--- src/rtl/vram_write_arbiter_pkg.sv ---
// Shared constants and types for the VRAM port arbiter: window geometry,
// region offsets and the request-source encoding.
package vram_write_arbiter_pkg;

    localparam logic [15:0] VRAM_BASE        = 16'h3700;
    localparam logic [11:0] VRAM_SIZE        = 12'h900;

    localparam logic [11:0] REGION_PATTERN   = 12'h000;
    localparam logic [11:0] REGION_NAMETABLE = 12'h200;
    localparam logic [11:0] REGION_OBJECT    = 12'h400;
    localparam logic [11:0] REGION_TEXT      = 12'h7C0;
    localparam logic [11:0] REGION_COLOUR    = 12'h800;

    typedef enum logic [1:0] {
        SRC_IDLE = 2'd0,
        SRC_GPU  = 2'd1,
        SRC_CPU  = 2'd2,
        SRC_DMA  = 2'd3
    } vram_src_e;

endpackage

--- src/rtl/vram_write_arbiter_if.sv ---
// Requester and VRAM-port signal bundle for the arbiter; the master side
// drives requests, the slave side (arbiter) drives grants and the port.
interface vram_write_arbiter_if #(
    parameter int ADDR_W = 12
);
    logic              cpu_wr_strobe;
    logic [ADDR_W-1:0] cpu_wr_addr;
    logic [7:0]        cpu_wr_data;
    logic              cpu_fifo_full;
    logic              cpu_overflow;
    logic              overflow_clr;
    logic              gpu_rd_req;
    logic [ADDR_W-1:0] gpu_rd_addr;
    logic              gpu_rd_grant;
    logic              dma_req;
    logic [ADDR_W-1:0] dma_addr;
    logic [7:0]        dma_data;
    logic              dma_ack;
    logic [ADDR_W-1:0] vram_addr;
    logic [7:0]        vram_wdata;
    logic              vram_we;
    logic              vram_re;

    modport master (
        output cpu_wr_strobe, cpu_wr_addr, cpu_wr_data, overflow_clr,
               gpu_rd_req, gpu_rd_addr, dma_req, dma_addr, dma_data,
        input  cpu_fifo_full, cpu_overflow, gpu_rd_grant, dma_ack,
               vram_addr, vram_wdata, vram_we, vram_re
    );

    modport slave (
        input  cpu_wr_strobe, cpu_wr_addr, cpu_wr_data, overflow_clr,
               gpu_rd_req, gpu_rd_addr, dma_req, dma_addr, dma_data,
        output cpu_fifo_full, cpu_overflow, gpu_rd_grant, dma_ack,
               vram_addr, vram_wdata, vram_we, vram_re
    );

endinterface

--- src/rtl/vram_write_arbiter_fifo.sv ---
// vram_wr_fifo: synchronous FIFO for buffered CPU writes. An extra pointer
// bit separates full from empty; a push while full is taken only with a pop.
module vram_wr_fifo #(
    parameter int DEPTH = 4,
    parameter int WIDTH = 20
) (
    input  logic             clk,
    input  logic             rst_n,
    input  logic             push,
    input  logic [WIDTH-1:0] din,
    input  logic             pop,
    output logic [WIDTH-1:0] head,
    output logic             full,
    output logic             empty
);
    localparam int PTR_W = $clog2(DEPTH);

    logic [WIDTH-1:0] mem_r [DEPTH];
    logic [PTR_W:0]   wr_ptr_r;
    logic [PTR_W:0]   rd_ptr_r;
    logic             push_ok_s;
    logic             pop_ok_s;

    assign empty = (wr_ptr_r == rd_ptr_r);
    assign full  = (wr_ptr_r[PTR_W] != rd_ptr_r[PTR_W]) &&
                   (wr_ptr_r[PTR_W-1:0] == rd_ptr_r[PTR_W-1:0]);
    assign head  = mem_r[rd_ptr_r[PTR_W-1:0]];

    // Qualify requests against the current occupancy.
    always_comb begin
        push_ok_s = 1'b0;
        pop_ok_s  = 1'b0;
        if (pop && !empty) begin
            pop_ok_s = 1'b1;
        end else begin
            pop_ok_s = 1'b0;
        end
        if (push && (!full || pop_ok_s)) begin
            push_ok_s = 1'b1;
        end else begin
            push_ok_s = 1'b0;
        end
    end

    // Storage and pointer update.
    always_ff @(posedge clk or negedge rst_n) begin
        if (!rst_n) begin
            wr_ptr_r <= {(PTR_W+1){1'b0}};
            rd_ptr_r <= {(PTR_W+1){1'b0}};
            for (int i = 0; i < DEPTH; i++) begin
                mem_r[i] <= {WIDTH{1'b0}};
            end
        end else begin
            if (push_ok_s) begin
                mem_r[wr_ptr_r[PTR_W-1:0]] <= din;
                wr_ptr_r <= wr_ptr_r + {{PTR_W{1'b0}}, 1'b1};
            end
            if (pop_ok_s) begin
                rd_ptr_r <= rd_ptr_r + {{PTR_W{1'b0}}, 1'b1};
            end
        end
    end

endmodule

--- src/rtl/vram_write_arbiter.sv ---
// Fixed-priority single-port VRAM arbiter: GPU read > buffered CPU write >
// DMA write. Port outputs are registered one cycle after the grant decision.
module vram_write_arbiter
    import vram_write_arbiter_pkg::*;
#(
    parameter int FIFO_DEPTH = 4,
    parameter int ADDR_W     = 12
) (
    input  logic                 clk_12_5875,
    input  logic                 rst_B,
    vram_write_arbiter_if.slave  bus
);
    localparam int ENTRY_W = ADDR_W + 8;

    logic [ENTRY_W-1:0] head_s;
    logic               fifo_full_s;
    logic               fifo_empty_s;
    logic               push_s;
    logic               pop_s;
    logic               ovf_set_s;
    vram_src_e          src_s;
    logic [ADDR_W-1:0]  sel_addr_s;
    logic [7:0]         sel_data_s;

    logic [ADDR_W-1:0]  vram_addr_r;
    logic [7:0]         vram_wdata_r;
    logic               vram_we_r;
    logic               vram_re_r;
    logic               overflow_r;

    vram_wr_fifo #(
        .DEPTH (FIFO_DEPTH),
        .WIDTH (ENTRY_W)
    ) u_fifo (
        .clk   (clk_12_5875),
        .rst_n (rst_B),
        .push  (push_s),
        .din   ({bus.cpu_wr_addr, bus.cpu_wr_data}),
        .pop   (pop_s),
        .head  (head_s),
        .full  (fifo_full_s),
        .empty (fifo_empty_s)
    );

    // Grant selection. A strobe into an empty FIFO is written straight
    // through so the minimum CPU latency is one cycle and a same-cycle DMA
    // request cannot overtake it.
    always_comb begin
        src_s      = SRC_IDLE;
        sel_addr_s = vram_addr_r;
        sel_data_s = vram_wdata_r;
        pop_s      = 1'b0;
        push_s     = 1'b0;
        if (bus.gpu_rd_req) begin
            src_s      = SRC_GPU;
            sel_addr_s = bus.gpu_rd_addr;
            push_s     = bus.cpu_wr_strobe;
        end else if (!fifo_empty_s) begin
            src_s      = SRC_CPU;
            pop_s      = 1'b1;
            sel_addr_s = head_s[ENTRY_W-1:8];
            sel_data_s = head_s[7:0];
            push_s     = bus.cpu_wr_strobe;
        end else if (bus.cpu_wr_strobe) begin
            src_s      = SRC_CPU;
            sel_addr_s = bus.cpu_wr_addr;
            sel_data_s = bus.cpu_wr_data;
        end else if (bus.dma_req) begin
            src_s      = SRC_DMA;
            sel_addr_s = bus.dma_addr;
            sel_data_s = bus.dma_data;
        end else begin
            src_s      = SRC_IDLE;
        end
    end

    assign ovf_set_s = bus.cpu_wr_strobe && fifo_full_s && !pop_s;

    // Registered VRAM port; idle cycles keep the last address and data.
    always_ff @(posedge clk_12_5875 or negedge rst_B) begin
        if (!rst_B) begin
            vram_addr_r  <= {ADDR_W{1'b0}};
            vram_wdata_r <= 8'h00;
            vram_we_r    <= 1'b0;
            vram_re_r    <= 1'b0;
        end else begin
            vram_addr_r  <= sel_addr_s;
            vram_wdata_r <= sel_data_s;
            case (src_s)
                SRC_GPU: begin
                    vram_we_r <= 1'b0;
                    vram_re_r <= 1'b1;
                end
                SRC_CPU, SRC_DMA: begin
                    vram_we_r <= 1'b1;
                    vram_re_r <= 1'b0;
                end
                default: begin
                    vram_we_r <= 1'b0;
                    vram_re_r <= 1'b0;
                end
            endcase
        end
    end

    // Sticky overflow flag; a fresh drop outranks a same-cycle clear.
    always_ff @(posedge clk_12_5875 or negedge rst_B) begin
        if (!rst_B) begin
            overflow_r <= 1'b0;
        end else if (ovf_set_s) begin
            overflow_r <= 1'b1;
        end else if (bus.overflow_clr) begin
            overflow_r <= 1'b0;
        end else begin
            overflow_r <= overflow_r;
        end
    end

    assign bus.cpu_fifo_full = fifo_full_s;
    assign bus.cpu_overflow  = overflow_r;
    assign bus.gpu_rd_grant  = bus.gpu_rd_req;
    assign bus.dma_ack       = (src_s == SRC_DMA);
    assign bus.vram_addr     = vram_addr_r;
    assign bus.vram_wdata    = vram_wdata_r;
    assign bus.vram_we       = vram_we_r;
    assign bus.vram_re       = vram_re_r;

endmodule

--- src/flat_wrapper.sv ---
// flat-port wrapper written by rule: the top's interface ports become plain ports
module vram_write_arbiter_flat import vram_write_arbiter_pkg::*;
#(
    parameter int FIFO_DEPTH = 4,
    parameter int ADDR_W     = 12
)
  (clk_12_5875, rst_B, bus_cpu_wr_strobe, bus_cpu_wr_addr, bus_cpu_wr_data, bus_overflow_clr, bus_gpu_rd_req, bus_gpu_rd_addr, bus_dma_req, bus_dma_addr, bus_dma_data, bus_cpu_fifo_full, bus_cpu_overflow, bus_gpu_rd_grant, bus_dma_ack, bus_vram_addr, bus_vram_wdata, bus_vram_we, bus_vram_re);
  vram_write_arbiter_if #(.ADDR_W(ADDR_W)) bus_i ();
  input  logic clk_12_5875;
  input  logic rst_B;
  input wire logic [$bits(bus_i.cpu_wr_strobe)-1:0] bus_cpu_wr_strobe;
  input wire logic [$bits(bus_i.cpu_wr_addr)-1:0] bus_cpu_wr_addr;
  input wire logic [$bits(bus_i.cpu_wr_data)-1:0] bus_cpu_wr_data;
  input wire logic [$bits(bus_i.overflow_clr)-1:0] bus_overflow_clr;
  input wire logic [$bits(bus_i.gpu_rd_req)-1:0] bus_gpu_rd_req;
  input wire logic [$bits(bus_i.gpu_rd_addr)-1:0] bus_gpu_rd_addr;
  input wire logic [$bits(bus_i.dma_req)-1:0] bus_dma_req;
  input wire logic [$bits(bus_i.dma_addr)-1:0] bus_dma_addr;
  input wire logic [$bits(bus_i.dma_data)-1:0] bus_dma_data;
  output wire logic [$bits(bus_i.cpu_fifo_full)-1:0] bus_cpu_fifo_full;
  output wire logic [$bits(bus_i.cpu_overflow)-1:0] bus_cpu_overflow;
  output wire logic [$bits(bus_i.gpu_rd_grant)-1:0] bus_gpu_rd_grant;
  output wire logic [$bits(bus_i.dma_ack)-1:0] bus_dma_ack;
  output wire logic [$bits(bus_i.vram_addr)-1:0] bus_vram_addr;
  output wire logic [$bits(bus_i.vram_wdata)-1:0] bus_vram_wdata;
  output wire logic [$bits(bus_i.vram_we)-1:0] bus_vram_we;
  output wire logic [$bits(bus_i.vram_re)-1:0] bus_vram_re;
  assign bus_i.cpu_wr_strobe = bus_cpu_wr_strobe;
  assign bus_i.cpu_wr_addr = bus_cpu_wr_addr;
  assign bus_i.cpu_wr_data = bus_cpu_wr_data;
  assign bus_i.overflow_clr = bus_overflow_clr;
  assign bus_i.gpu_rd_req = bus_gpu_rd_req;
  assign bus_i.gpu_rd_addr = bus_gpu_rd_addr;
  assign bus_i.dma_req = bus_dma_req;
  assign bus_i.dma_addr = bus_dma_addr;
  assign bus_i.dma_data = bus_dma_data;
  assign bus_cpu_fifo_full = bus_i.cpu_fifo_full;
  assign bus_cpu_overflow = bus_i.cpu_overflow;
  assign bus_gpu_rd_grant = bus_i.gpu_rd_grant;
  assign bus_dma_ack = bus_i.dma_ack;
  assign bus_vram_addr = bus_i.vram_addr;
  assign bus_vram_wdata = bus_i.vram_wdata;
  assign bus_vram_we = bus_i.vram_we;
  assign bus_vram_re = bus_i.vram_re;
  vram_write_arbiter #(.FIFO_DEPTH(FIFO_DEPTH), .ADDR_W(ADDR_W)) u_core (.clk_12_5875(clk_12_5875), .rst_B(rst_B), .bus(bus_i));
endmodule
--- config.mk ---
export PLATFORM = sky130hd
export DESIGN_NAME = vram_write_arbiter_flat
export DESIGN_NICKNAME = d
export VERILOG_FILES = /design/src/rtl/vram_write_arbiter_pkg.sv /design/src/rtl/vram_write_arbiter_if.sv /design/src/rtl/vram_write_arbiter_fifo.sv /design/src/rtl/vram_write_arbiter.sv /design/src/flat_wrapper.sv
export SDC_FILE = /design/constraint.sdc
export NUM_CORES = 1
export LEC_CHECK = 0
export BUFFER_PORTS_ARGS = -buffer_cell sky130_fd_sc_hd__buf_2
export CAP_MARGIN = 20
export CORE_MARGIN = 5
export CORE_UTILIZATION = 50
export CTS_BUF_LIST = sky130_fd_sc_hd__clkbuf_4
export DETAILED_ROUTE_END_ITERATION = 7
export HOLD_SLACK_MARGIN = 0.05
export PLACE_DENSITY = 0.76
export REMOVE_ABC_BUFFERS = 1
export SLEW_MARGIN = 10
export SYNTH_ARGS = -nofsm -noshare
export SYNTH_HDL_FRONTEND = slang
export SYNTH_SLANG_ARGS = --single-unit
--- constraint.sdc ---
create_clock -name clk_12_5875 -period 2.8 [get_ports clk_12_5875]
set_input_delay 0.56 -clock clk_12_5875 [delete_from_list [all_inputs] [get_ports clk_12_5875]]
set_output_delay 0.56 -clock clk_12_5875 [all_outputs]
set_load 0.02 [all_outputs]
Word-level counts from Yosys, hierarchy flattened
Index checks and enable logic that the tools add are counted.

storage, ports and cells
  register bits after elaboration = 109
  bits in latches = 0
  RAM bits = 0
  bits in read-only memories = 0
  bits of input ports = 58
  logic and storage cells = 67
  memories = 0

operators by class
  $add $sub $neg = 2
  $mul = 0
  divide/modulo/power cells = 0
  $lt $le $gt $ge = 3
  eq/ne operators = 8
  shifts and indexed selects = 0
  muxes and demuxes = 27
  bitwise logic cells = 3
  reduce and logical (&&, ||, !) cells = 13

operators with widths
  cell                                                                  count
  80-bit bitwise mux                                                    1
  20-bit 2-to-1 mux                                                     3
  12-bit 2-to-1 mux                                                     4
  20-bit binary-select mux with 2-bit select                            1
  20-bit demux with 2-bit select                                        1
  8-bit 2-to-1 mux                                                      3
  1-bit 2-to-1 mux                                                      10
  2-bit 2-to-1 mux                                                      4
  3-bit by 1-bit adder with 3-bit output, second input constant         2
  3-bit >= comparator, second input constant                            2
  1-bit logical AND                                                     6
  2-bit inverter with 3-bit output                                      2
  2-bit == test, second input constant                                  2
  4-bit inequality test, second input constant                          1
  3-bit == test                                                         1
  1-bit logical NOT                                                     3
  3-bit by 1-bit < comparator with 1-bit output, second input constant  1
  3-bit inequality test, second input constant                          1
  2-bit by 1-bit == test with 1-bit output, second input constant       1
  2-bit == test                                                         1
  2-bit AND reduction                                                   1
  2-bit nonzero test                                                    1
  2-bit OR reduction                                                    1
  1-bit logical OR                                                      1
  2 further kinds                                                       2

Longest topological paths before layout
Gate-level depths: netlist of the first run.

  depth in word-level cells = 8
  mapped depth = 6
  depth with buffers taken out = 4

By module
Synthesis of the first run repeated with hierarchy kept, for this count alone.

unflattened totals
  cell total of the unflattened synthesis = 367
  area, all modules = 5322.6 µm²

modules (own cells, without submodules)
  module              times used  cells an instance  area each (µm²)  sequential area each (µm²)
  vram_wr_fifo        1           237                3936.3           2152.1
  vram_write_arbiter  1           130                1386.3           575.6

Least setup slack after synthesis of the first run
Ideal clock, no wire load.

  path kind = flip-flop to output port
  start point = register u_core.u_fifo.rd_ptr_r[2]
  end point = output port bus_dma_ack
  arrival time = 1935 ps
  path slack = 305 ps
  stages on the path, launching flop included = 6
  buffers on the path = 2
  cell sequence = dfrtp_1 -> xnor2_2 -> and3_1 -> clkbuf_1 -> buf_2 -> nor4bb_1

between the ends
  longest elaborated chain between the ends = 4

RTL lines
  element                 RTL line                       source
  from (decl)             vram_write_arbiter_fifo.sv:20  logic [PTR_W:0] rd_ptr_r;
  from (signal assigned)  vram_write_arbiter_fifo.sv:49  rd_ptr_r <= {(PTR_W+1){1'b0}};
  from (signal assigned)  vram_write_arbiter_fifo.sv:59  rd_ptr_r <= rd_ptr_r + {{PTR_W{1'b0}}, 1'b1};
  3-bit == test           vram_write_arbiter_fifo.sv:24  assign empty = (wr_ptr_r == rd_ptr_r);
  2-bit 2-to-1 mux        vram_write_arbiter.sv:58       end else if (!fifo_empty_s) begin
  2-bit 2-to-1 mux        vram_write_arbiter.sv:54       if (bus.gpu_rd_req) begin
  2-bit == test           vram_write_arbiter.sv:122      assign bus.dma_ack = (src_s == SRC_DMA);
  to (decl)               flat_wrapper.sv:23             output wire logic [$bits(bus_i.dma_ack)-1:0] bus_dma_ack;

No other way between the ends.

Worst setup path in the final report of the first run
Ends and elaborated chain as after synthesis.

==> summary.txt, run 1 <==
Outcome
  – Outcome: finished clean

Global route
  – Total global routing track utilization: between 15 and 20%
  – Number of antenna violations at the first check in global routing: 0
  – Total gr overflow: 0
  – Wire length of the first global-routing pass: 19800 microns
  – Pin count of the biggest net entering global routing: 51
  – Via count of the first global-routing pass: ~3600

Placed design
  – GP Congestion: 0.783
  – Port-buffer cells: slightly above 80
  – Cell count after placement: approximately 580
  – HPWL after detailed placement: around 8300 microns
  – Worst slack at placement: approximately 420 ps

Yosys
  – Area of the mapped netlist: about 5500 sq um
  – Simple-gate area share of the yosys netlist: 2.66%
  – Main combinational cell family by area after synthesis: multiplexers
  – Share of synthesized cell area in full adder, half adder and majority cells: about 1.1%
  – Number of distinct standard cells referenced by the synthesized netlist: 34
  – Sequential element share of the synthesized area: 49.5%
  – Post-synthesis compound-gate area fraction: between 6 and 7%
  – Syn Inst Count: between 300 and 400
  – Xor-xnor portion of the synthesized cell area: under 10%
  – Number of enable-type register cells in the synthesized netlist: 0
  – Mux cell area share after synthesis: 34.1%
  – Mean instance size in the synthesized netlist: approximately 15 sq um
  – Primary FF master, synth: sky130_fd_sc_hd__dfrtp_1
  – Post-synth ARST share: between 90% and 100%
  – YS warnings: 0
  – Number of flip-flops and latches in the synthesized netlist: around 110

Power and ir drop
  – Register share of total power: roughly 39%
  – Switching portion of total power: between 30% and 40%
  – Internal Power: 4.65 mW
  – Gate power share: 51.0%
  – NetSw: around 2.6 mW
  – IR drop worst, VDD: between 0.5 and 0.6 mV
  – PwrDens: 1180 nW/um^2
  – Overall power of the completed layout: 7.25 mW
  – Pleak: 2.79 nW
  – Portion of total power attributed to the clock network: about a tenth

Critical path
  – Peak fanout along the critical path: 5
  – Number of buffers and inverters on the critical path: 1
  – Reg2Reg Launch Point: u_core.u_fifo.rd_ptr_r[2]
  – Cells traversed along the worst timing path: xnor2_2 > and3_1 > nor4bb_1 > buf_2
  – Nature of the critical path startpoint: flip-flop
  – Worst endpoint required time: roughly 2200 ps
  – Kind of end point of the critical path: output pin
  – Top Family by Delay on Critical Path: flip-flops
  – Kind of critical path: flip-flop to output pin
  – Peak per-stage delay on the critical path: between 400 and 500 ps
  – Worst setup path startpoint: u_core.u_fifo.rd_ptr_r[2]
  – Arrival time at the worst endpoint: approximately 2000 ps
  – Cell with the largest stage delay on the worst path: sky130_fd_sc_hd__dfrtp_1

Clock network
  – Number of sinks handled by clock tree synthesis: around 110
  – Number of resized instances in the post-cts repair step: 0
  – Maximum root-to-sink buffer count: 2
  – Total CTS buffers: 9
  – Buffer cell driving the clock tree root: sky130_fd_sc_hd__clkbuf_4
  – H-Tree Level Count: 3
  – CTS tree: yes
  – Worst-skew pair later-pin latency: between 400 and 500 ps
  – Clock input transition at the sequential cells of the worst setup and hold paths: about 150 ps

Floorplanning
  – Die width: 115 microns
  – # IOs: 84
  – Die extent in y: ~120 microns
  – Full die area: roughly 13000 sq um
  – Initial cell density of the core: 50.9%
  – Total number of placement rows: 38
  – Area of the core: 10800 sq um

Drt
  – Number of vias after detailed routing: 3371
  – Antenna Nets Post-Route: 0
  – Final routed DRC violation total: 0
  – Detailed-routing iteration count for the pre-antenna-repair pass: 5
  – Initial DRC count: roughly 180
  – Average detailed-routed wire length per instance: between 20 and 25 microns
  – Final routed wirelength across all metal layers: ~12000 microns
  – Per-cell via count in the routed design: 5.66

Timing
  – Unrepaired setup endpoints after global routing: no
  – Final setup violating endpoints: 0
  – Hold slack: 354 ps
  – Highest clock frequency the design can meet: 396 MHz
  – Tmin final: around 2500 ps
  – Worst-Margin Slew: between 400 and 500 ps
  – Crit share post-route: between 90 and 100%
  – Number of slew-limit violations in the final report: 0
  – Worst clock skew: 19.0 ps
  – Final setup margin: ~280 ps
  – Final Hold Violating Endpoints: 0
  – Max-Slew Margin vs Limit: 67.7%

Min path
  – Worst min-delay path startpoint: bus_gpu_rd_addr[1]
  – Worst min-delay path category: input pin to flip-flop

Cells and area
  – Number of diodes added for antenna fixing: 0
  – Nets: about 510
  – Share of the core filled with cells in the final layout: 56.7%
  – Growth of design area from synthesis to finish: 11.5%
  – Post-Layout Cell Count: between 500 and 600
  – Fraction of final layout cells with drive strength greater than 1: a little over 50%

Flow run
  – Max-capacitance violation count: 0
cell usage after synthesis (2+ instances only):
cell	n	area, sq um
sky130_fd_sc_hd__xor2_1	2	17.5
sky130_fd_sc_hd__mux2_4	60	901
sky130_fd_sc_hd__nand2_1	8	30.0
sky130_fd_sc_hd__clkbuf_1	12	45.0
sky130_fd_sc_hd__buf_4	4	30.0
sky130_fd_sc_hd__mux2_2	30	338
sky130_fd_sc_hd__ha_1	5	62.6
sky130_fd_sc_hd__nand4_1	6	37.5
sky130_fd_sc_hd__xnor2_1	4	35.0
sky130_fd_sc_hd__and2_4	3	26.3
sky130_fd_sc_hd__buf_12	6	120
sky130_fd_sc_hd__a22oi_1	11	82.6
sky130_fd_sc_hd__a22o_1	3	26.3
sky130_fd_sc_hd__dfrtp_1	109	2730
sky130_fd_sc_hd__buf_2	6	30.0
sky130_fd_sc_hd__mux2i_1	19	190
sky130_fd_sc_hd__inv_1	7	26.3
sky130_fd_sc_hd__nor2b_1	2	12.5
sky130_fd_sc_hd__o21ai_0	36	180
sky130_fd_sc_hd__mux4_2	20	450
sky130_fd_sc_hd__a31oi_1	2	12.5
worst min-delay path, cell delays in order:
cell and delay (ps):
sky130_fd_sc_hd__buf_2 70, sky130_fd_sc_hd__a22oi_1 70, sky130_fd_sc_hd__o21ai_0 70
registers in the layout, summed over array words and instances (netlist names):
register	count
u_core.u_fifo.mem_r	80
u_core.bus.vram_addr	12
u_core.bus.vram_wdata	8
u_core.u_fifo.rd_ptr_r	3
u_core.u_fifo.wr_ptr_r	3
u_core.bus.cpu_overflow	1
u_core.bus.vram_re	1
u_core.bus.vram_we	1
per-stage QoR:
step | setup TNS [ps] | instance area, sq um
after global routing | 0 | 6150
after detailed placement | 0 | 6020
after floorplan | -11250 | 5290
after global placement | 0 | 6020
final | 0 | 6150
after CTS | 0 | 6150
path summary, 6_finish.rpt:
check | end | slack [ps] | cells past startpoint
worst min-delay path | u_core.bus.vram_addr[1] | 350 | 3
worst max register to register | u_core.u_fifo.mem_r[68] | 680 | 4
min in group asynchronous | u_core.bus.vram_wdata[6] | 590 | 2
worst max-delay path | bus_dma_ack | 280 | 4
max in group asynchronous | u_core.u_fifo.rd_ptr_r[0] | 1500 | 3
worst min register to register | u_core.bus.cpu_overflow | 510 | 1
power by group through the flow:
stage                     clock network, mW  registers, mW  logic (mW)
after floorplan                           0           3.00        2.48
after global placement                    0           2.81        3.61
after detailed placement                  0           2.86        3.73
after CTS                             0.729           2.83        3.73
after global routing                  0.793           2.92        4.00
final                                 0.712           2.84        3.69
logic make-up after synthesis:
family / after synthesis
mux: 129
flops: 109
compound gates: 57
buf+inv: 35
simple gates: 25
xor+xnor: 8
fa+ha+maj: 5
cell usage in the layout (no fill, tap or decap), drive strengths merged, types with 2 or more instances in the layout:
cell type and n:
dfrtp 109, buf 99, mux2 90, o21ai 36, mux4 20, mux2i 19
clkbuf 12, a22oi 11, nand2 8, inv 7, nand4 6, ha 5
xnor2 5, and2 3, a22o 3, a31oi 3, clkinv 3, xor2 2
nor2b 2
layout make-up:
cell class / count / area, sq um
Clock inverter: 4 / 25.0
Sequential cell: 109 / 2730
Inverter: 7 / 26.3
Multi-Input combinational cell: 224 / 2540
Tap cell: 140 / 175
Clock buffer: 12 / 90.1
Timing Repair Buffer: 100 / 561
Fill cell: 889 / 4690
timing repair:
action                                 in CTS  in global routing
hold buffers                                1                  0
endpoints found under the hold margin      23                  0
setup buffers                               0                  0
routing by layer:
metal | wire, microns | global-route usage [%] | vias up
met3 | 677 | 4.21 | 9
met4 | 91 | 3.60 | 0
li1 | - | - | 1522
met1 | 5660 | 27.8 | 1749
met5 | 0 | 0 | -
met2 | 5870 | 31.2 | 91
(Power assumes the default switching activity.)
==> run 2: changes to the inputs <==
Settings changed: MAX_ROUTING_LAYER set to met4.
==> summary.txt, run 2 (same netlist as run 1, synthesis figures left out) <==
Drt
  – Final routed DRC violation total: 0 (unchanged)
  – Final routed wirelength across all metal layers: 12300 microns (about the same)
  – Antenna Nets Post-Route: 0 (unchanged)
  – Initial DRC count: 181 (-1.1%)
  – Number of vias after detailed routing: 3381 (+0.30%)
  – Detailed-routing iteration count for the pre-antenna-repair pass: 4 (-1)
  – Per-cell via count in the routed design: 5.67 (+0.30%)
  – Average detailed-routed wire length per instance: 20.6 microns (about the same)

Critical path
  – Peak per-stage delay on the critical path: 480 ps (about the same)
  – Worst setup path startpoint: u_core.u_fifo.rd_ptr_r[2]
  – Peak fanout along the critical path: 5 (unchanged)
  – Reg2Reg Launch Point: u_core.u_fifo.rd_ptr_r[2]
  – Kind of critical path: flip-flop to output pin
  – Nature of the critical path startpoint: flip-flop
  – Worst endpoint required time: 2240 ps (about the same)
  – Top Family by Delay on Critical Path: flip-flops
  – Arrival time at the worst endpoint: 1960 ps (about the same)
  – Kind of end point of the critical path: output pin
  – Number of buffers and inverters on the critical path: 1 (unchanged)
  – Cell with the largest stage delay on the worst path: sky130_fd_sc_hd__dfrtp_1
  – Cells traversed along the worst timing path: xnor2_2 > and3_1 > nor4bb_1 > buf_2

Min path
  – Worst min-delay path category: input pin to flip-flop
  – Worst min-delay path startpoint: bus_gpu_rd_addr[1]

Cells and area
  – Nets: 514 (unchanged)
  – Highest-count cells in the layout ignoring fill and taps: 108 x sky130_fd_sc_hd__dfrtp_1, 82 x sky130_fd_sc_hd__buf_2, 60 x sky130_fd_sc_hd__mux2_4
  – Most common cell after layout, fill and taps aside: sky130_fd_sc_hd__dfrtp_1
  – Post-Layout Cell Count: 596 (unchanged)
  – Number of diodes added for antenna fixing: 0 (unchanged)
  – Largest register FFs: 80 (unchanged)
  – Fraction of final layout cells with drive strength greater than 1: 50.9% (unchanged)
  – Growth of design area from synthesis to finish: 11.5% (unchanged)
  – Biggest register: u_core.u_fifo.mem_r
  – Filler cells: 889 (unchanged)

Placed design
  – Worst slack at placement: 419 ps (unchanged)
  – GP Congestion: 0.794 (+1.4%)
  – Cell count after placement: 579 (unchanged)
  – HPWL after detailed placement: 8310 microns (unchanged)
  – Port-buffer cells: 83 (unchanged)

Global route
  – Total gr overflow: 0 (unchanged)
  – Via count of the first global-routing pass: 3624 (-0.14%)
  – Pin count of the biggest net entering global routing: 51 (unchanged)
  – Wire length of the first global-routing pass: 19800 microns (unchanged)
  – Total global routing track utilization: 20.1% (+0.61 points)
  – Number of antenna violations at the first check in global routing: 0 (unchanged)

Power and ir drop
  – Portion of total power attributed to the clock network: 9.8% (about the same)
  – PwrDens: 1180 nW/um^2 (about the same)
  – Register share of total power: 39.3% (about the same)
  – IR drop worst, VDD: 0.590 mV (about the same)
  – Internal Power: 4.65 mW (about the same)
  – Switching portion of total power: 35.8% (about the same)
  – Pleak: 2.79 nW (unchanged)
  – Gate power share: 50.9% (about the same)
  – NetSw: 2.59 mW (-0.13%)

Clock network
  – CTS tree: yes
  – Total CTS buffers: 9 (unchanged)
  – Post CTS Setup Buffer Count: 0 (unchanged)
  – Clock input transition at the sequential cells of the worst setup and hold paths: 150 ps (about the same)
  – Worst-skew pair later-pin latency: 450 ps (about the same)
  – CTS Hold Bufs: 1 (unchanged)
  – Maximum root-to-sink buffer count: 2 (unchanged)
  – Buffer cell driving the clock tree root: sky130_fd_sc_hd__clkbuf_4
  – H-Tree Level Count: 3 (unchanged)
  – Number of resized instances in the post-cts repair step: 0 (unchanged)
  – Number of sinks handled by clock tree synthesis: 109 (unchanged)

Timing
  – Highest clock frequency the design can meet: 397 MHz (+0.13%)
  – Final Hold Violating Endpoints: 0 (unchanged)
  – Unrepaired setup endpoints after global routing: no
  – Worst clock skew: 17.8 ps (-1.15 ps)
  – Number of slew-limit violations in the final report: 0 (unchanged)
  – Crit share post-route: 90.0% (-0.11 points)
  – Final setup margin: 279 ps (+3.18 ps)
  – Max-Slew Margin vs Limit: 67.3% (-0.34 points)
  – Hold slack: 353 ps (-0.771 ps)
  – Final setup violating endpoints: 0 (unchanged)
  – Setup TNS: 0 ps (unchanged)
  – Worst-Margin Slew: 490 ps (+5.17 ps)
  – Tmin final: 2520 ps (-3.18 ps)

Outcome
  – Outcome: finished clean

Floorplanning
  – Full die area: 13200 sq um (unchanged)
  – Initial cell density of the core: 50.9% (unchanged)
  – Area of the core: 10800 sq um (unchanged)
  – Die extent in y: 115 microns (unchanged)
  – Total number of placement rows: 38 (unchanged)
  – # IOs: 84 (unchanged)
  – Die width: 115 microns (unchanged)

Flow run
  – Max-capacitance violation count: 0 (unchanged)
run 2: path summary, 6_finish.rpt:
path / endpoint / slack (ps) / cells after the start
max: bus_dma_ack / 280 / 4
min: u_core.bus.vram_addr[1] / 350 / 3
max reg2reg: u_core.u_fifo.mem_r[62] / 680 / 4
min reg2reg: u_core.bus.cpu_overflow / 510 / 1
max in group asynchronous: u_core.u_fifo.rd_ptr_r[0] / 1490 / 3
min in group asynchronous: u_core.bus.vram_wdata[6] / 590 / 2
run 2: final cells by class:
class                           count  area [sq um]  area share [%]
Clock inverter                      4          25.0           0.407
Multi-Input combinational cell    224          2540            41.3
Tap cell                          140           175            2.85
Timing Repair Buffer              100           561            9.12
Clock buffer                       12          90.1            1.47
Inverter                            7          26.3           0.428
Sequential cell                   109          2730            44.4
run 2: power by group through the flow:
stage | combinational (mW) | clock [mW] | sequential, mW
floorplan | 2.48 | 0 | 3.00
global placement | 3.61 | 0 | 2.81
detailed placement | 3.73 | 0 | 2.86
CTS | 3.73 | 0.729 | 2.83
global route | 4.00 | 0.791 | 2.92
finish | 3.69 | 0.708 | 2.85
run 2: worst min-delay path, stage by stage:
cell                      delay [ps]
sky130_fd_sc_hd__buf_2            70
sky130_fd_sc_hd__a22oi_1          70
sky130_fd_sc_hd__o21ai_0          70
run 2: layer usage:
| layer | part of all wire [%] | global-route usage (%) | vias to the layer above |
|---|---|---|---|
| met1 | 47 | 28.0 | 1749 |
| met4 | 0.71 | 3.60 | 0 |
| met2 | 47 | 31.2 | 97 |
| met3 | 5.3 | 4.05 | 9 |
| li1 | - | - | 1526 |
| met5 | 0 | - | - |
run 2: metrics by stage:
stage	power [mW]	instance area, sq um	utilization [%]
finish	7.24	6150	56.7
global placement	6.42	6020	55.5
detailed placement	6.58	6020	55.5
global route	7.71	6150	56.7
floorplan	5.48	5290	-
CTS	7.29	6150	56.7
==> run 3: changes to the inputs <==
Settings changed: CELL_PAD_IN_SITES_DETAIL_PLACEMENT set to 0, CELL_PAD_IN_SITES_GLOBAL_PLACEMENT set to 1, CORE_MARGIN 5 to unset, PLACE_DENSITY 0.76 to 0.88.
==> summary.txt, run 3 (same netlist as run 1, synthesis figures left out) <==
Clock network
  – H-Tree Level Count: 3 (unchanged)
  – CTS tree: yes
  – Clock input transition at the sequential cells of the worst setup and hold paths: 180 ps (+30 ps)
  – Maximum root-to-sink buffer count: 2 (unchanged)
  – Number of sinks handled by clock tree synthesis: 109 (unchanged)
  – Post CTS Setup Buffer Count: 0 (unchanged)
  – Number of resized instances in the post-cts repair step: 0 (unchanged)
  – Buffer cell driving the clock tree root: sky130_fd_sc_hd__clkbuf_4
  – Worst-skew pair later-pin latency: 460 ps (about the same)
  – CTS Hold Bufs: 0 (-1)
  – Total CTS buffers: 9 (unchanged)

Timing
  – Hold slack: 176 ps (-178 ps)
  – Worst clock skew: 20.7 ps (+2.84 ps)
  – Tmin final: 2530 ps (+11.4 ps)
  – Final setup violating endpoints: 0 (unchanged)
  – Max-Slew Margin vs Limit: 47.5% (-20 points)
  – Unrepaired setup endpoints after global routing: no
  – Crit share post-route: 90.4% (+0.41 points)
  – Final Hold Violating Endpoints: 0 (unchanged)
  – Number of slew-limit violations in the final report: 0 (unchanged)
  – Worst-Margin Slew: 788 ps (+298 ps)
  – Highest clock frequency the design can meet: 395 MHz (-0.45%)

Placed design
  – GP Congestion: 0.753 (-5.2%)
  – Cell count after placement: 575 (-0.69%)
  – Port-buffer cells: 83 (unchanged)
  – HPWL after detailed placement: 7850 microns (-5.5%)

Critical path
  – Cells traversed along the worst timing path: xnor2_2 > buf_4 > and3_1 > nor4bb_1 > buf_2
  – Peak fanout along the critical path: 10 (+5)
  – Top Family by Delay on Critical Path: flip-flops
  – Number of buffers and inverters on the critical path: 2 (+1)
  – Nature of the critical path startpoint: flip-flop
  – Arrival time at the worst endpoint: 1970 ps (about the same)
  – Kind of critical path: flip-flop to output pin
  – Kind of end point of the critical path: output pin
  – Worst endpoint required time: 2240 ps (about the same)
  – Peak per-stage delay on the critical path: 490 ps (about the same)
  – Cell with the largest stage delay on the worst path: sky130_fd_sc_hd__dfrtp_1

Cells and area
  – Growth of design area from synthesis to finish: 12.2%
  – Largest register FFs: 80 (unchanged)
  – Number of diodes added for antenna fixing: 0 (unchanged)
  – Fraction of final layout cells with drive strength greater than 1: 51.2% (+0.33 points)
  – Most common cell after layout, fill and taps aside: sky130_fd_sc_hd__dfrtp_1
  – Biggest register: u_core.u_fifo.mem_r
  – Highest-count cells in the layout ignoring fill and taps: 108 x sky130_fd_sc_hd__dfrtp_1, 82 x sky130_fd_sc_hd__buf_2, 60 x sky130_fd_sc_hd__mux2_4
  – Nets: 513 (-0.19%)
  – Post-Layout Cell Count: 591 (-0.84%)

Drt
  – Antenna Nets Post-Route: 0 (unchanged)
  – Per-cell via count in the routed design: 5.72 (+0.82%)
  – Average detailed-routed wire length per instance: 20.3 microns (-1.8%)
  – Final routed DRC violation total: 0 (unchanged)
  – Detailed-routing iteration count for the pre-antenna-repair pass: 4 (unchanged)
  – Number of vias after detailed routing: 3380 (-0.030%)
  – Initial DRC count: 203 (+12%)
  – Final routed wirelength across all metal layers: 12000 microns (-2.6%)

Global route
  – Pin count of the biggest net entering global routing: 61 (+20%)
  – Number of antenna violations at the first check in global routing: 0 (unchanged)
  – Total gr overflow: 0 (unchanged)
  – Met2 usage in global routing: 36.8% (+5.6 points)
  – Total global routing track utilization: 23.4% (+3.3 points)
  – Wire length of the first global-routing pass: 19500 microns (-1.6%)
  – Via count of the first global-routing pass: 3560 (-1.8%)
  – Busiest metal layer after global routing: met2
  – Fraction of met1 tracks used by global routing: 32.8% (+4.8 points)
  – Global-route track usage on met3: 2.98% (-1.1 points)

Power and ir drop
  – Overall power of the completed layout: 7.38 mW (+1.9%)
  – IR drop worst, VDD: 0.529 mV (-10%)
  – Pleak: 2.80 nW (+0.28%)
  – PwrDens: 1190 nW/um^2 (+1.2%)

Floorplanning
  – Full die area: 11400 sq um (-13%)
  – Area of the core: 10500 sq um (-3.1%)
  – Initial cell density of the core: 52.5% (+1.6 points)
  – Total number of placement rows: 37 (-2.6%)
  – # IOs: 84 (unchanged)
  – Die extent in y: 107 microns (-7.0%)
  – Die width: 107 microns (-7.0%)

Outcome
  – Outcome: finished clean

Flow run
  – Max-capacitance violation count: 0 (unchanged)

Min path
  – Worst min-delay path category: input pin to async pin
run 3: changes by cell type in the layout (fill, tap and decap cells not counted), sizes merged:
cell	change
dlygate4sd3	-1
clkinvlp	+1
bufinv	+1
clkinv	-2
inv	+2
clkbuf	-2
run 3: layout make-up:
class                      count  area, sq um
clock buffer                  10         75.1
fill                         822         4330
multi-input combinational    224         2550
tap                          136          170
inverter                       7         26.3
sequential                   109         2730
timing repair buffer          99          563
clock inverter                 6         71.3
run 3: worst reg2reg max path: cells and delay by family, from the launching register on:
kind,cells,cell delay (ps)
xor+xnor,1,450
compound gates,1,290
mux,1,350
flops,1,500
simple gates,1,480
run 3: stage by stage:
stage | util (%) | cell area, sq um | setup slack [ps] | setup TNS, ps
6_report | 58.8 | 6180 | 268 | 0
5_1_grt | 58.8 | 6180 | 104 | 0
4_1_cts | 58.8 | 6180 | 258 | 0
3_5_place_dp | 57.4 | 6040 | 386 | 0
3_3_place_gp | 57.4 | 6040 | 443 | 0
2_1_floorplan | - | 5290 | -821 | -11250
run 3: final timing paths:
kind / from / end / slack (ps) / cells past startpoint
setup / recovery: u_core.u_fifo.rd_ptr_r[2] / bus_dma_ack / 270 / 5
hold / removal: rst_B / u_core.u_fifo.mem_r[16] / 180 / 1
setup reg to reg: u_core.u_fifo.rd_ptr_r[2] / u_core.u_fifo.mem_r[25] / 630 / 4
hold reg to reg: u_core.bus.vram_addr[10] / u_core.bus.vram_addr[10] / 520 / 2
max in group asynchronous: rst_B / u_core.u_fifo.mem_r[12] / 1900 / 2
min in group clk_12_5875: bus_gpu_rd_addr[7] / u_core.bus.vram_addr[7] / 330 / 3
run 3: layer usage:
metal,share of wire [%],wire (microns),vias to the layer above
met3,4.3,520,5
met1,46,5560,1769
met5,0,0,-
met2,49,5840,92
li1,-,-,1514
met4,0.53,63,0
run 3: where the power goes:
group / leakage (nW) / total [mW] / switching [mW] / internal, mW
clock network: 0.0736 / 0.828 / 0.537 / 0.291
logic: 1.42 / 3.74 / 1.66 / 2.07
registers: 1.30 / 2.82 / 0.452 / 2.36
